<file path="config.mk">
export PLATFORM = sky130hd
export DESIGN_NAME = dcache_ctrl_flat
export DESIGN_NICKNAME = d
export VERILOG_FILES = /design/src/rtl/dcache_ctrl_if.sv /design/src/rtl/dcache_ctrl.sv /design/src/flat_wrapper.sv
export SDC_FILE = /design/constraint.sdc
export NUM_CORES = 2
export LEC_CHECK = 0
export CAP_MARGIN = 0
export CORE_MARGIN = 8
export CORE_UTILIZATION = 50
export CTS_CLUSTER_SIZE = 24
export DETAILED_ROUTE_END_ITERATION = 8
export PLACE_DENSITY = 0.63
export RECOVER_POWER = 25
export SLEW_MARGIN = 20
export SYNTH_ARGS = -nofsm -noshare
export SYNTH_HDL_FRONTEND = slang
export SYNTH_SLANG_ARGS = --single-unit
</file>
<file path="constraint.sdc">
create_clock -name clk -period 8.4 [get_ports clk]
set_input_delay 2.1 -clock clk [delete_from_list [all_inputs] [get_ports clk]]
set_output_delay 2.1 -clock clk [all_outputs]
set_load 0.01 [all_outputs]
</file>
<file path="src/rtl/dcache_ctrl_if.sv">
// Bundles the MEM-stage request bus and the backing-memory bus of the data cache.
interface dcache_ctrl_if;
  // pipeline side
  logic [15:0] req_addr;
  logic [15:0] req_wdata;
  logic        req_rd;
  logic        req_wr;
  logic [15:0] rdata;
  logic        done;
  logic        stall;
  logic        hit;
  logic        err;
  // backing-memory side
  logic [15:0] mem_addr;
  logic [15:0] mem_wdata;
  logic        mem_rd;
  logic        mem_wr;
  logic [15:0] mem_rdata;
  logic        mem_ack;

  // cache view
  modport slave (
    input  req_addr, req_wdata, req_rd, req_wr, mem_rdata, mem_ack,
    output rdata, done, stall, hit, err, mem_addr, mem_wdata, mem_rd, mem_wr
  );

  // environment view (pipeline + memory)
  modport master (
    output req_addr, req_wdata, req_rd, req_wr, mem_rdata, mem_ack,
    input  rdata, done, stall, hit, err, mem_addr, mem_wdata, mem_rd, mem_wr
  );
endinterface

</file>
<file path="src/rtl/dcache_ctrl.sv">
// Direct-mapped, write-through, no-write-allocate data cache for the MEM stage.
// Lines hold 4 16-bit words; read hits answer combinationally, misses fill the
// whole line in word order 0..3, every store is written through to memory.
module dcache_ctrl #(
  parameter int unsigned INDEX_W = 4
) (
  input  logic          clk,
  input  logic          rst,
  dcache_ctrl_if.slave  bus
);

  localparam int unsigned LINES = 1 << INDEX_W;
  localparam int unsigned TAG_W = 13 - INDEX_W;

  typedef enum logic [1:0] {IDLE, FILL, RESP, WRITE} state_t;

  state_t               state_q;
  logic [15:1]          addr_q;
  logic [1:0]           cnt_q;
  logic                 whit_q;
  logic [LINES-1:0]     valid_q;
  logic [15:1]          mem_addr_q;
  logic [15:0]          mem_wdata_q;
  logic                 mem_rd_q;
  logic                 mem_wr_q;

  logic [TAG_W-1:0]     tag_q  [LINES];
  logic [15:0]          data_q [LINES][4];

  logic [INDEX_W-1:0]   req_idx;
  logic [TAG_W-1:0]     req_tag;
  logic [1:0]           req_word;
  logic [INDEX_W-1:0]   lat_idx;
  logic [TAG_W-1:0]     lat_tag;
  logic [1:0]           lat_word;

  logic                 in_idle;
  logic                 lookup_hit;
  logic                 req_any;
  logic                 req_bad;
  logic                 ack_bad;
  logic                 req_ok;
  logic                 rd_hit;
  logic                 rd_miss;
  logic                 wr_go;
  logic                 fill_we;
  logic                 fill_last;

  assign req_idx  = bus.req_addr[INDEX_W+2:3];
  assign req_tag  = bus.req_addr[15:INDEX_W+3];
  assign req_word = bus.req_addr[2:1];
  assign lat_idx  = addr_q[INDEX_W+2:3];
  assign lat_tag  = addr_q[15:INDEX_W+3];
  assign lat_word = addr_q[2:1];

  // Request decode, lookup and the combinational pipeline-side outputs.
  // A stray ack in IDLE also drops any request of that cycle, so an err cycle
  // never starts a transaction.
  always_comb begin
    in_idle    = (state_q == IDLE);
    lookup_hit = valid_q[req_idx] && (tag_q[req_idx] == req_tag);
    req_any    = bus.req_rd || bus.req_wr;
    req_bad    = in_idle && req_any && ((bus.req_rd && bus.req_wr) || bus.req_addr[0]);
    ack_bad    = bus.mem_ack && (in_idle || (state_q == RESP));
    req_ok     = in_idle && req_any && !req_bad && !bus.mem_ack;
    rd_hit     = req_ok && bus.req_rd && lookup_hit;
    rd_miss    = req_ok && bus.req_rd && !lookup_hit;
    wr_go      = req_ok && bus.req_wr;
    fill_we    = (state_q == FILL) && bus.mem_ack;
    fill_last  = fill_we && (cnt_q == 2'd3);

    bus.err   = rst && (req_bad || ack_bad);
    bus.done  = rst && (rd_hit || (state_q == RESP) || ((state_q == WRITE) && bus.mem_ack));
    bus.hit   = rst && (rd_hit || ((state_q == WRITE) && bus.mem_ack && whit_q));
    bus.stall = rst && ((state_q == FILL) || ((state_q == WRITE) && !bus.mem_ack) ||
                        rd_miss || wr_go);
    bus.rdata = '0;
    if (rst && rd_hit) begin
      bus.rdata = data_q[req_idx][req_word];
    end else if (rst && (state_q == RESP)) begin
      bus.rdata = data_q[lat_idx][lat_word];
    end
  end

  assign bus.mem_addr  = {mem_addr_q, 1'b0};
  assign bus.mem_wdata = mem_wdata_q;
  assign bus.mem_rd    = mem_rd_q;
  assign bus.mem_wr    = mem_wr_q;

  // Control FSM with registered memory-side outputs and the line valid bits.
  always_ff @(posedge clk or negedge rst) begin
    if (!rst) begin
      state_q     <= IDLE;
      addr_q      <= '0;
      cnt_q       <= '0;
      whit_q      <= 1'b0;
      valid_q     <= '0;
      mem_addr_q  <= '0;
      mem_wdata_q <= '0;
      mem_rd_q    <= 1'b0;
      mem_wr_q    <= 1'b0;
    end else begin
      case (state_q)
        IDLE: begin
          if (rd_miss) begin
            // The line being refilled is invalid until its last word lands.
            addr_q           <= bus.req_addr[15:1];
            cnt_q            <= '0;
            valid_q[req_idx] <= 1'b0;
            mem_addr_q       <= {bus.req_addr[15:3], 2'b00};
            mem_rd_q         <= 1'b1;
            state_q          <= FILL;
          end else if (wr_go) begin
            addr_q      <= bus.req_addr[15:1];
            whit_q      <= lookup_hit;
            mem_addr_q  <= bus.req_addr[15:1];
            mem_wdata_q <= bus.req_wdata;
            mem_wr_q    <= 1'b1;
            state_q     <= WRITE;
          end
        end
        FILL: begin
          if (bus.mem_ack) begin
            cnt_q           <= cnt_q + 2'd1;
            mem_addr_q[2:1] <= cnt_q + 2'd1;
            if (cnt_q == 2'd3) begin
              valid_q[lat_idx] <= 1'b1;
              mem_rd_q         <= 1'b0;
              state_q          <= RESP;
            end
          end
        end
        RESP: begin
          state_q <= IDLE;
        end
        WRITE: begin
          if (bus.mem_ack) begin
            mem_wr_q <= 1'b0;
            state_q  <= IDLE;
          end
        end
        default: state_q <= IDLE;
      endcase
    end
  end

  // Tag and data arrays: fill writes from memory, write-hit updates from the pipeline.
  always_ff @(posedge clk) begin
    if (fill_we) begin
      data_q[lat_idx][cnt_q] <= bus.mem_rdata;
    end
    if (fill_last) begin
      tag_q[lat_idx] <= lat_tag;
    end
    if (wr_go && lookup_hit) begin
      data_q[req_idx][req_word] <= bus.req_wdata;
    end
  end

endmodule

</file>
<file path="src/flat_wrapper.sv">
// flat-port wrapper written by rule: the top's interface ports become plain ports
module dcache_ctrl_flat 
#(
  parameter int unsigned INDEX_W = 4
)
  (clk, rst, bus_req_addr, bus_req_wdata, bus_req_rd, bus_req_wr, bus_mem_rdata, bus_mem_ack, bus_rdata, bus_done, bus_stall, bus_hit, bus_err, bus_mem_addr, bus_mem_wdata, bus_mem_rd, bus_mem_wr);
  dcache_ctrl_if bus_i ();
  input  logic clk;
  input  logic rst;
  input wire logic [$bits(bus_i.req_addr)-1:0] bus_req_addr;
  input wire logic [$bits(bus_i.req_wdata)-1:0] bus_req_wdata;
  input wire logic [$bits(bus_i.req_rd)-1:0] bus_req_rd;
  input wire logic [$bits(bus_i.req_wr)-1:0] bus_req_wr;
  input wire logic [$bits(bus_i.mem_rdata)-1:0] bus_mem_rdata;
  input wire logic [$bits(bus_i.mem_ack)-1:0] bus_mem_ack;
  output wire logic [$bits(bus_i.rdata)-1:0] bus_rdata;
  output wire logic [$bits(bus_i.done)-1:0] bus_done;
  output wire logic [$bits(bus_i.stall)-1:0] bus_stall;
  output wire logic [$bits(bus_i.hit)-1:0] bus_hit;
  output wire logic [$bits(bus_i.err)-1:0] bus_err;
  output wire logic [$bits(bus_i.mem_addr)-1:0] bus_mem_addr;
  output wire logic [$bits(bus_i.mem_wdata)-1:0] bus_mem_wdata;
  output wire logic [$bits(bus_i.mem_rd)-1:0] bus_mem_rd;
  output wire logic [$bits(bus_i.mem_wr)-1:0] bus_mem_wr;
  assign bus_i.req_addr = bus_req_addr;
  assign bus_i.req_wdata = bus_req_wdata;
  assign bus_i.req_rd = bus_req_rd;
  assign bus_i.req_wr = bus_req_wr;
  assign bus_i.mem_rdata = bus_mem_rdata;
  assign bus_i.mem_ack = bus_mem_ack;
  assign bus_rdata = bus_i.rdata;
  assign bus_done = bus_i.done;
  assign bus_stall = bus_i.stall;
  assign bus_hit = bus_i.hit;
  assign bus_err = bus_i.err;
  assign bus_mem_addr = bus_i.mem_addr;
  assign bus_mem_wdata = bus_i.mem_wdata;
  assign bus_mem_rd = bus_i.mem_rd;
  assign bus_mem_wr = bus_i.mem_wr;
  dcache_ctrl #(.INDEX_W(INDEX_W)) u_core (.clk(clk), .rst(rst), .bus(bus_i));
endmodule
</file>
## Yosys cells after proc, flatten, opt, wreduce, memory -nomap -nowiden

Memories as Yosys holds them, arrays and structs flattened.
Cells that the tools add are included.

| storage, ports and cells | value |
|---|---|
| flip-flop bits (word level) | 69 |
| RAM bits | 1168 |
| input port bits | 53 |
| output and inout port bits | 54 |
| word-level logic and storage cells | 145 |
| memories kept | 2 |

| operators by class | value |
|---|---|
| add/sub/neg operators | 1 |
| order comparisons | 9 |
| equal/unequal tests | 12 |
| mux-type cells | 52 |
| bitwise gates (word level) | 7 |
| reduce and logical (&&, ||, !) cells | 52 |

Memory list:

| name | depth | width | read ports | clocked after Yosys merged registers in | write ports | RTL line | RTL |
|---|---|---|---|---|---|---|---|
| u_core.data_q | 16 | 64 | 2 | 0 | 1 | dcache_ctrl.sv:28 | `logic [15:0] data_q [LINES][4];` |
| u_core.tag_q | 16 | 9 | 1 | 0 | 1 | dcache_ctrl.sv:27 | `logic [TAG_W-1:0] tag_q [LINES];` |

Operators with widths:

| kind | count |
|---|---|
| 64-bit two-way mux | 4 |
| 16-bit two-way mux | 11 |
| 16-bit binary-select mux with 2-bit select | 2 |
| 16-bit demux with 2-bit select | 2 |
| 64-bit OR reduction | 1 |
| 15-bit two-way mux | 3 |
| 16-bit one-hot mux with 2 select lines | 1 |
| 1-bit logical AND | 27 |
| 16-bit bitwise AND | 1 |
| 16-bit inverter | 1 |
| 16-bit bitwise OR | 1 |
| 2-bit two-way mux | 7 |
| 1-bit two-way mux | 13 |
| 2-bit inequality test (second input constant) | 6 |
| 4-bit AND reduction | 3 |
| 1-bit logical OR | 10 |
| 4-bit by 5-bit < comparator with 1-bit output (second input constant) | 2 |
| 9-bit == test | 1 |
| 3-bit greater-or-equal comparator (second input constant) | 3 |
| 2-bit inverter with 3-bit output | 3 |
| 3-bit AND reduction | 3 |
| 1-bit demux with 4-bit select | 2 |
| 4-bit by 1-bit greater-or-equal comparator with 1-bit output (second input constant) | 2 |
| 2-bit one-hot mux with 2 select lines | 2 |
| other kinds (14) | 22 |

## Logic depth before layout (Yosys ltp)

| depth | value |
|---|---|
| word-level depth | 12 |
| mapped depth | 14 |
| depth with buffers taken out | 8 |

## Worst setup path after synthesis

OpenSTA, ideal clock, no wires.

| path | value |
|---|---|
| path type | input to output |
| start point | input port bus_req_addr[3] |
| end point | output port bus_rdata[10] |
| arrival | 5014 ps |
| required time | 6300 ps |
| path slack | 1286 ps |
| stages on the path | 10 |
| buffers on the path | 5 |
| path through | buf_4 -> buf_4 -> buf_6 -> buf_2 -> clkbuf_1 -> mux4_2 -> mux4_2 -> mux4_2 -> nand4_1 -> nand2_1 |

| on the way | value |
|---|---|
| cells in the longest elaborated chain, start to end | 6 |
| elaborated cells between the ends (all ways) | 12 |
| those cells by class | eq/ne (1); mux (6); reduce/logical (3); memory (2) |

Ends and longest elaborated chain:

| item | RTL line | RTL |
|---|---|---|
| start: declaration | flat_wrapper.sv:10 | `input wire logic [$bits(bus_i.req_addr)-1:0] bus_req_addr;` |
| memory 16 x 9 bit / 1-bit binary-select mux with 4-bit select (equally long branches) | - |  |
| 9-bit == test / 1-bit two-way mux (equally long branches) | dcache_ctrl.sv:61 | `lookup_hit = valid_q[req_idx] && (tag_q[req_idx] == req_tag);` |
| 1-bit logical AND | dcache_ctrl.sv:61 |  |
| 1-bit logical AND | dcache_ctrl.sv:66 | `rd_hit = req_ok && bus.req_rd && lookup_hit;` |
| 1-bit logical AND | dcache_ctrl.sv:78 | `if (rst && rd_hit) begin` |
| 16-bit two-way mux (*) | dcache_ctrl.sv:78 |  |
| end: declaration | flat_wrapper.sv:16 | `output wire logic [$bits(bus_i.rdata)-1:0] bus_rdata;` |

Mark *: on every way between the ends. The rest lies on a longest branch, timed or not. The select of a mux whose other input is x is not followed.

==> out/qor.yml <==
critical_path:
  arrival_ps: 5980
  crit_top_cell: "mux4_2"
  critPathSlowestCell: "dfrtp_1"
  crit_path_end_kind: "output pin"
  crit_buf_inv: 2
  cpLargestDelayFamily: "flip-flops"
  max_stage_delay_ps: 2190
  criticalPathCategory: "flop to output pin"
  crit_required_ps: 6300
  crit_chain: "buf_4 > mux4_2 > mux4_2 > mux4_2 > nand2b_1 > nand2_1 > clkdlybuf4s50_1"
  crit_path_max_fanout: 43
  r2r_slack_ps: 2030
  start_kind: "flop"
yosys:
  ys_types: 55
  yosysSeqAreaShare_pct: 64.87
  async_flop_share_pct: 4.575
  syn_nets: 2699
  syn_avg_cell_area_um2: 21.28
  ys.warnings.count: 0
  syn_inst: 2642
  synthesis.area_um2: 56230
  synth-edff-count: 1168
  synth_ff_type: "edfxtp_1"
  synth_seq_cells: 1224
final_layout:
  final_cell_mix: "edfxtp_1 (1,168), mux4_2 (699), clkbuf_16 (144)"
  num-nets-final: 2872
  areaGrowthSynthToFinish_pct: 13.82
  drive_above_1_share_pct: 38.40
  final_cell_area_um2: 64000
  final_common_cell: "edfxtp_1"
route:
  post-route-drc-count: 0
  first_pass_iters: 6
  wire_per_inst_um: 37.72
  via_per_inst: 6.949
  ant_nets: 0
  vias: 30740
  first_iter_violations: 4224
  wl_um: 166900
placed_design:
  port_buffers: 105
  detailedPlace.worstSlack_ps: 471.7
  hpwl_um: 102200
  routabilityCongestion: 0.9135
  placed_cell_area_um2: 59800
clock_network:
  cts_setup_buffers: 0
  cts-htree-levels: 4
  clk_latency_ps: 740
  cts.repair.resized: 0
  clk_pin_slew_worst_paths_ps: 60
  cts_tree: "built"
  cts_buffer_depth: 3
  postCtsHoldBufs: 0
  cts_buffers: 132
  cts_sinks: 1224
  cts_root_buffer: "clkbuf_16"
sta:
  finalCriticalPeriod_ps: 8077
  worst_slack_ps: 323.3
  finalSetupViolCount: 0
  finalCritPeriodShare_pct: 96.15
  worstMarginPinSlew_ps: 2953
  holdWs_ps: 472.3
  finalHoldViolCount: 0
  slew_headroom_pct: -96.89
  max_freq_ghz: 0.1238
  rsz0062_at_grt: "false"
  skew_ps: 26.62
  finalMaxSlewViolations: 181
  fin_setup_tns_ps: 0
grt:
  grt_pass1_vias: 31490
  grt_max_degree: 100
  grt_pass1_wl_um: 236500
  overflow: 0
  antenna_found_initial: 16
  grtUsageTotal_pct: 27.22
status:
  status: "finished, violations left"
  violations: "capacitance limit, slew limit"
floorplanning:
  initial_utilization_pct: 50.19
  die_area_um2: 123400
  core.rowCount: 123
  num_io_pins: 107
  die_h_um: 351.3
  core_area_um2: 112000
  fp.dieW_um: 351.3
power_and_ir_drop:
  swShare_pct: 29.76
  p_switching_w: 0.005455
  p_int_w: 0.01288
  p_leak_nw: 20.05
  share_comb_of_total_power_pct: 27.3
  ir_worst_vdd_mv: 0.2510
  pwr-share-seq_pct: 40.9
  power_density_nw_per_um2: 286.5
  clkPwrFrac_pct: 31.9
hold_path:
  min_path_type: "flop to flop"
flow_run:
  drv_cap: 6
## worst paths after layout
path / start / end / cells after the start
hold / removal: u_core.bus.mem_wdata[6] / u_core.bus.mem_wdata[6] / 2
setup / recovery: u_core.mem_addr_q[4] / bus_rdata[14] / 7
setup reg to reg: u_core.state_q[0] / u_core.data_q[10][37] / 10
max in group asynchronous: rst / u_core.mem_addr_q[5] / 2
hold reg to reg: u_core.bus.mem_wdata[6] / u_core.bus.mem_wdata[6] / 2
min in group asynchronous: rst / u_core.bus.mem_wdata[4] / 2
## per-stage QoR
| stage | total power (W) | std cells | utilization, % |
|---|---|---|---|
| 2_1_floorplan | 0.01058 | 2642 | - |
| 3_3_place_gp | 0.01254 | 4181 | 53.36 |
| 3_5_place_dp | 0.01260 | 4181 | 53.37 |
| 4_1_cts | 0.01840 | 4414 | 57.22 |
| 5_1_grt | 0.01883 | 4414 | 57.10 |
| 6_report | 0.01833 | 4424 | 57.12 |
## power groups by stage
stage | clock [W] | combinational [W] | sequential [W]
CTS | 0.00591 | 0.00500 | 0.00749
detailed placement | 0 | 0.00498 | 0.00762
finish | 0.00584 | 0.00500 | 0.00749
global route | 0.00613 | 0.00518 | 0.00753
global placement | 0 | 0.00495 | 0.00759
floorplan | 0 | 0.00327 | 0.00731
## layer usage
metal / wire [µm] / global-route usage [%] / part of all wire [%] / vias to the layer above
met1: 62970 / 38.09 / 38 / 16630
met4: 6517 / 9.816 / 3.9 / 14
li1: - / - / - / 11810
met2: 78360 / 42.05 / 47 / 1939
met3: 18920 / 6.697 / 11 / 349
met5: 110 / 0 / 0.066 / -
## kinds of logic after synthesis
kind of cell	after synthesis	share of synthesized area [%]
AND/OR/NAND/NOR	322	2.590
flip-flops	1224	64.87
XOR/XNOR	9	0.1402
multiplexers	783	29.64
other	1	0.006669
AO/OA/AOI/OAI	79	0.9480
adder cells (fa/ha/maj)	4	0.08901
buffers and inverters	220	1.713
## tightest hold or removal path: stages (launching register included)
cell     delay [ps]
dfrtp_1         330
nand2_1          50
nand2_1          50
## synth_stat cells, types with 25 or more instances
| cell | count | area [µm²] |
|---|---|---|
| a21oi_1 | 25 | 125.1 |
| buf_1 | 35 | 131.4 |
| nand2_1 | 89 | 334.1 |
| nor2_1 | 136 | 510.5 |
| dfrtp_1 | 56 | 1401 |
| nand2b_1 | 28 | 175.2 |
| mux2i_1 | 44 | 440.4 |
| edfxtp_1 | 1168 | 35070 |
| mux2_2 | 31 | 349.1 |
| clkbuf_1 | 127 | 476.7 |
| buf_2 | 29 | 145.1 |
| mux4_2 | 699 | 15740 |
## sequential cells by signal, indices dropped and copies added (netlist names)
name	cells
u_core.state_q	2
u_core.data_q	1024
u_core.addr_q	2
u_core.whit_q	1
u_core.bus.mem_wdata	16
u_core.mem_addr_q	15
u_core.bus.mem_wr	1
u_core.bus.mem_rd	1
u_core.valid_q	16
u_core.tag_q	144
u_core.cnt_q	2
## area by class of cell
cell class                 instances  area, µm²
timing repair buffer             254       2318
tap                             1500       1877
sequential                      1224      36480
inverter                           5      18.77
multi-input combinational       1198      18970
fill                            8237      48040
antenna                           10      25.02
clock inverter                    63      600.6
clock buffer                     170       3711
Note: power is estimated with default switching activity, not from simulation.
==> RTL edit 1: new RTL, config.mk and constraints unchanged <==
`INDEX_W` is set to 4 in 2 places; all go to 3.
--- a/src/rtl/dcache_ctrl.sv
+++ b/src/rtl/dcache_ctrl.sv
@@ -4,3 +4,3 @@
 module dcache_ctrl #(
-  parameter int unsigned INDEX_W = 4
+  parameter int unsigned INDEX_W = 3
 ) (
--- a/src/flat_wrapper.sv
+++ b/src/flat_wrapper.sv
@@ -3,3 +3,3 @@
 #(
-  parameter int unsigned INDEX_W = 4
+  parameter int unsigned INDEX_W = 3
 )
Check against the original RTL: same outputs for any inputs over 4 cycles, from zero or initial values and one cycle with rst low; that may be too few to reach the edited logic, so the function may still have changed.
==> RTL edit 1 against the unedited design <==
  * The flow still finishes with violations (capacitance limit, slew limit)
  * Setup slack worse by 29 ps
  * Worst hold slack worse by 2.8 ps
  * Final area down 49%
  * Routed wire length down 38%
  * Maximum frequency down 0.35%
  * Non-clock buffer count down 69
  * Synthesized area down 49%
  * Sequential cell count down 584
  * Global-route usage up 4.3 points
  * Cell count down 33%
  * Power down 46%
  * Clock power down 47%
  * Critical path type unchanged
==> RTL edit 1: results (changes against the unedited design) <==
* Max FFs per register at 512 (was 1,024)
* Hold Crit Class: flop to flop (unchanged)
* Post-synth EDFFs at 592 (was 1,168)
* HPWL after DPL at 61.3 mm (was 102 mm)
* Ys async rst share at 7.50% (was 4.58%)
* Max Slew Vio Count at 143 (was 181)
* Final setup vio count at 0 (unchanged)
* Global Route met2 Usage at 46.5% (was 42.1%)
* First-pass GRT wire length at 148 mm (was 236 mm)
* Worst Skew at 29.3 ps (was 26.6 ps)
* Clk_lat worst skew at 630 ps (was 740 ps)
* Root buffer cell: clkbuf_16 (unchanged)
* Routed vias/inst at 7.33 (was 6.95)
* Netlist cell types at 65 (was 55)
* GRT met1 Usage at 42.5% (was 38.1%)
* Initial antenna violation count at 7 (was 16)
* Overall routing resource usage at 31.6% (was 27.2%)
* Slowest CP cell: dfrtp_1 (unchanged)
* Top cells by area, synth: edfxtp_1 (62%), a22oi_1 (8.0%), dfrtp_1 (4.2%), a22o_1 (2.4%), mux2_2 (2.4%) (was edfxtp_1 (62%), mux4_2 (28%), dfrtp_1 (2.5%), nor2_1 (0.91%), clkbuf_1 (0.85%))
* Global routing usage on met3 at 9.02% (was 6.70%)
* Fillers at 4,511 (was 8,237)
* Maxcap violations at 5 (was 6)
* Least-Margin Pin Slew at 2270 ps (was 2950 ps)
* Top delay family on crit path: flip-flops (unchanged)
* WL/cell at 35.4 um (was 37.7 um)
* Pleak at 10.7 nW (was 20.0 nW)
* Vias in the first global route at 20,800 (was 31,500)
* H-tree depth at 3 (was 4)
* Slowest stage delay, CP at 1870 ps (was 2190 ps)
* DR pass1 iterations at 8 (was 6)
* Post-Syn Nets at 2,116 (was 2,699)
* Outcome: finished, violations left (unchanged)
* Starting DRT DRC Count at 3,802 (was 4,224)
* Synth top cells by count: edfxtp_1 (592), a22oi_1 (302), clkbuf_1 (125), nand2_1 (109), nand4_1 (99) (was edfxtp_1 (1,168), mux4_2 (699), nor2_1 (136), clkbuf_1 (127), nand2_1 (89))
* CTS buffer count at 70 (was 132)
* Layout cells sized above 1 at 12.8% (was 38.4%)
* Gp weighted congestion at 0.925 (was 0.914)
* CP arrival at 6010 ps (was 5980 ps)
* Maximum vdd drop at 0.261 mV (was 0.251 mV)
* Largest net degree at the start of global routing at 69 (was 100)
* CTS resizes at 0 (unchanged)
* Nets at 2,185 (was 2,872)
* Failing checks: capacitance limit, slew limit (unchanged)
* Register area share after synthesis at 66.6% (was 64.9%)
* Max FO, Critical Path at 31 (was 43)
-- RTL edit 1: changes by cell type in the layout (fill, tap and decap cells not counted), sizes merged, moves of 45 or more --
cell    before  now
a221oi       6   51
mux4       699   12
buf        141   78
a22oi        4  302
nor2       136   72
edfxtp    1168  592
a22o         2   79
nand4       18   99
o21ai       16   78
clkbuf     184   95
-- RTL edit 1: cells by family after synthesis --
family | synth area share, %
AOI/OAI and AO/OA | 17.9
xor gates and xnor gates | 0.215
adders and majority gates | 0.176
buffers and inverters | 2.91
DFF | 66.6
muxes | 5.36
other | 0.0132
and+or+nand+nor | 6.86
-- RTL edit 1: where the power goes --
group	internal (mW)	switching [mW]
registers	3.72	0.302
logic	0.931	1.85
clock network	1.81	1.29
total	6.47	3.45
-- RTL edit 1: stage by stage --
step	cell area [um2]	total power, mW	worst slack, ps	std cells	utilization (%)
floorplan	28500	5.47	1990	2059	-
global placement	30500	6.73	528	2812	54.1
detailed placement	30500	6.77	509	2812	54.2
CTS	32800	9.83	473	2939	58.2
global route	32800	10.1	281	2940	58.1
finish	32800	9.91	295	2942	58.1
-- RTL edit 1: final timing paths --
path,cells after the start,from,to,slack (ps)
max reg2reg,5,u_core.mem_addr_q[5],u_core.data_q[6][15],2490
min in group asynchronous,1,rst,u_core.mem_addr_q[10],1980
min,2,u_core.bus.mem_wdata[3],u_core.bus.mem_wdata[3],470
max,9,u_core.mem_addr_q[5],bus_rdata[15],290
max in group asynchronous,2,rst,u_core.addr_q[1],4340
min reg2reg,2,u_core.bus.mem_wdata[3],u_core.bus.mem_wdata[3],470
-- RTL edit 1: area by class of cell --
| class | instances | share of cell area (%) |
|---|---|---|
| Antenna cell | 3 | 0.0229 |
| Inverter | 7 | 0.0801 |
| Timing Repair Buffer | 185 | 5.37 |
| Tap cell | 756 | 2.89 |
| Clock inverter | 38 | 1.24 |
| Multi-Input combinational cell | 1224 | 26.8 |
| Sequential cell | 640 | 57.9 |
| Clock buffer | 89 | 5.75 |
-- RTL edit 1: worst min-delay path, cell delays in order, from the launching register on --
cell and delay (ps):
dfrtp_1 330, nand2_1 50, nand2_1 60
-- RTL edit 1: per-layer routing --
metal  part of all wire (%)  routed length [um]
met3                     14               15000
met2                     43               45200
met5                 0.0086                   9
met4                    5.6                5800
met1                     37               38100
==> RTL edit 2: new RTL, config.mk and constraints unchanged <==
Without the edit above. Reset style: synchronous (`rst`), changed in one clocked block.
--- a/src/rtl/dcache_ctrl.sv
+++ b/src/rtl/dcache_ctrl.sv
@@ -90,3 +90,3 @@
   // Control FSM with registered memory-side outputs and the line valid bits.
-  always_ff @(posedge clk or negedge rst) begin
+  always_ff @(posedge clk) begin
     if (!rst) begin
Function: not settled (the Yosys comparison gave no result); the edit may change what the design does.
==> RTL edit 2 against the unedited design <==
  * The run still ends with capacitance limit, slew limit left
  * Sequential cell count rose by 4
  * Routed wire length decreased by 1.5%
  * Setup slack gained 2.4 ps
  * Non-clock buffer count shrank 44
  * Final area down 0.24%
  * First-iteration DRC count fell by 11%
  * Maximum frequency is essentially flat
  * Synthesized area decreased by 0.17%
  * Critical path depth increased by 4
  * Synthesized cell count grew 1.7%
  * Highest routed layer unchanged
Power is not compared: it rests on default switching activity, and its combinational part moved more than twofold at a synthesized area within 25%.
==> RTL edit 2: results (changes against the unedited design) <==
* NetSw at 2.96 mW
* Max Slew Vio Count at 243 (was 181)
* Routed wire length at 164 mm (was 167 mm)
* Slowest stage delay, CP at 650 ps (was 2190 ps)
* CTS resizes at 0 (unchanged)
* Routed length on met1 at 63.1 mm (was 63.0 mm)
* Starting DRT DRC Count at 3,776 (was 4,224)
* Slowest CP cell: clkdlybuf4s50_1 (was dfrtp_1)
* Layout cells sized above 1 at 37.3% (was 38.4%)
* Placed cells at 4,173 (was 4,181)
* Outcome: finished, violations left (unchanged)
* Top flop regs: u_core.data_q x1024, u_core.tag_q x144 (unchanged)
* HPWL after DPL at 95.6 mm (was 102 mm)
* Clock share of power at 43.6%
* DR top layer: met5 (unchanged)
* Post-synth EDFFs at 1,168 (unchanged)
* Top cells by area, synth: edfxtp_1 (62%), mux4_2 (27%), dfxtp_1 (2.1%), mux2i_1 (1.0%), nor2_1 (0.96%) (was edfxtp_1 (62%), mux4_2 (28%), dfrtp_1 (2.5%), nor2_1 (0.91%), clkbuf_1 (0.85%))
* Global routing usage on met3 at 7.01% (was 6.70%)
* Post-Syn Nets at 2,743 (was 2,699)
* H-tree depth at 4 (unchanged)
* GRT met1 Usage at 36.4% (was 38.1%)
* Hold Crit Class: flop to flop (unchanged)
* Vias in the first global route at 31,500 (about the same)
* Overall routing resource usage at 26.9% (was 27.2%)
* Register area share after synthesis at 64.6% (was 64.9%)
* Failing checks: capacitance limit, slew limit (unchanged)
* Maximum vdd drop at 0.166 mV
* Synth top cells by count: edfxtp_1 (1,168), mux4_2 (684), nor2_1 (143), clkbuf_1 (127), nand2_1 (63) (was edfxtp_1 (1,168), mux4_2 (699), nor2_1 (136), clkbuf_1 (127), nand2_1 (89))
* CTS clk-pin slew, worst paths at 60 ps (about the same)
* Wire length on met3 at 15.7 mm (was 18.9 mm)
* Largest net degree at the start of global routing at 111 (was 100)
* Pleak at 19.4 nW
* Ys async rst share at 0% (was 4.58%)
* Gp weighted congestion at 0.856 (was 0.914)
* Port buffer count at 105 (unchanged)
* YS warnings at 0 (unchanged)
* Slew HR at -41.2% (was -96.9%)
* Routed vias/inst at 6.88 (was 6.95)
* CTS max path bufs at 3 (unchanged)
* Area fraction of the dominant cell type after synthesis at 62.5% (was 62.4%)
* Initial antenna violation count at 5 (was 16)
* Maxcap violations at 5 (was 6)
* Worst Skew at 32.1 ps (was 26.6 ps)
* Root buffer cell: clkbuf_16 (unchanged)
* Met2 WL at 79.3 mm (was 78.4 mm)
* Netlist cell types at 60 (was 55)
* Nets at 2,868 (was 2,872)
* Mapped Avg Cell Area at 20.9 um2 (was 21.3 um2)
* P_seq at 6.74 mW
* Via count at 30,400 (was 30,700)
* Max FO, Critical Path at 40 (was 43)
* Post-CTS Repair Setup Buffers at 0 (unchanged)
* First-pass GRT wire length at 234 mm (was 236 mm)
* CTS buffer count at 135 (was 132)
* Clk_lat worst skew at 750 ps
* Global Route met2 Usage at 42.5% (was 42.1%)
[RTL edit 2: metrics by stage]
step / cell area (um2) / total power, mW / setup slack, ps
after floorplan: 56100 / 7.41 / 1320
after global placement: 59500 / 7.74 / 550
after detailed placement: 59500 / 7.75 / 547
after CTS: 63900 / 13.6 / 524
after global routing: 63800 / 13.9 / 262
final: 63800 / 13.5 / 326
[RTL edit 2: worst max-delay path, delay by kind of cell]
kind                   cells  cell delay (ps)
AOI/OAI and AO/OA          3             1100
buffers and inverters      4             1910
muxes                      1              270
and+or+nand+nor            3              510
[RTL edit 2: logic make-up (layout without fill, tap and decap cells)]
kind of cell             Yosys count  count (layout)  synth area share [%]
flip-flops                      1228            1228                  64.6
multiplexers                     785             785                  29.3
AND/OR/NAND/NOR                  300             300                  2.42
buffers and inverters            228             461                  1.78
AO/OA/AOI/OAI                    133             133                  1.62
XOR/XNOR                           6               6                0.0936
adder cells (fa/ha/maj)            5               5                 0.107
other                              1               4               0.00668
[RTL edit 2: layout make-up]
cell class                      count  area (um2)
Antenna cell                        3        7.51
Clock buffer                      177        3720
Clock inverter                     68         662
Fill cell                        8225       48000
Inverter                            6        22.5
Multi-Input combinational cell   1230       19300
Sequential cell                  1228       36300
Tap cell                         1500        1880
Timing Repair Buffer              210        2010
[RTL edit 2: worst paths after layout]
| path | slack, ps | from | depth (start not counted) | end |
|---|---|---|---|---|
| worst max register to register | 3390 | u_core.tag_q[15][1] | 8 | u_core.data_q[5][32] |
| worst min-delay path | 450 | u_core.bus.mem_wdata[12] | 2 | u_core.bus.mem_wdata[12] |
| worst min register to register | 450 | u_core.bus.mem_wdata[12] | 2 | u_core.bus.mem_wdata[12] |
| worst max-delay path | 330 | bus_req_addr[6] | 11 | bus_rdata[12] |
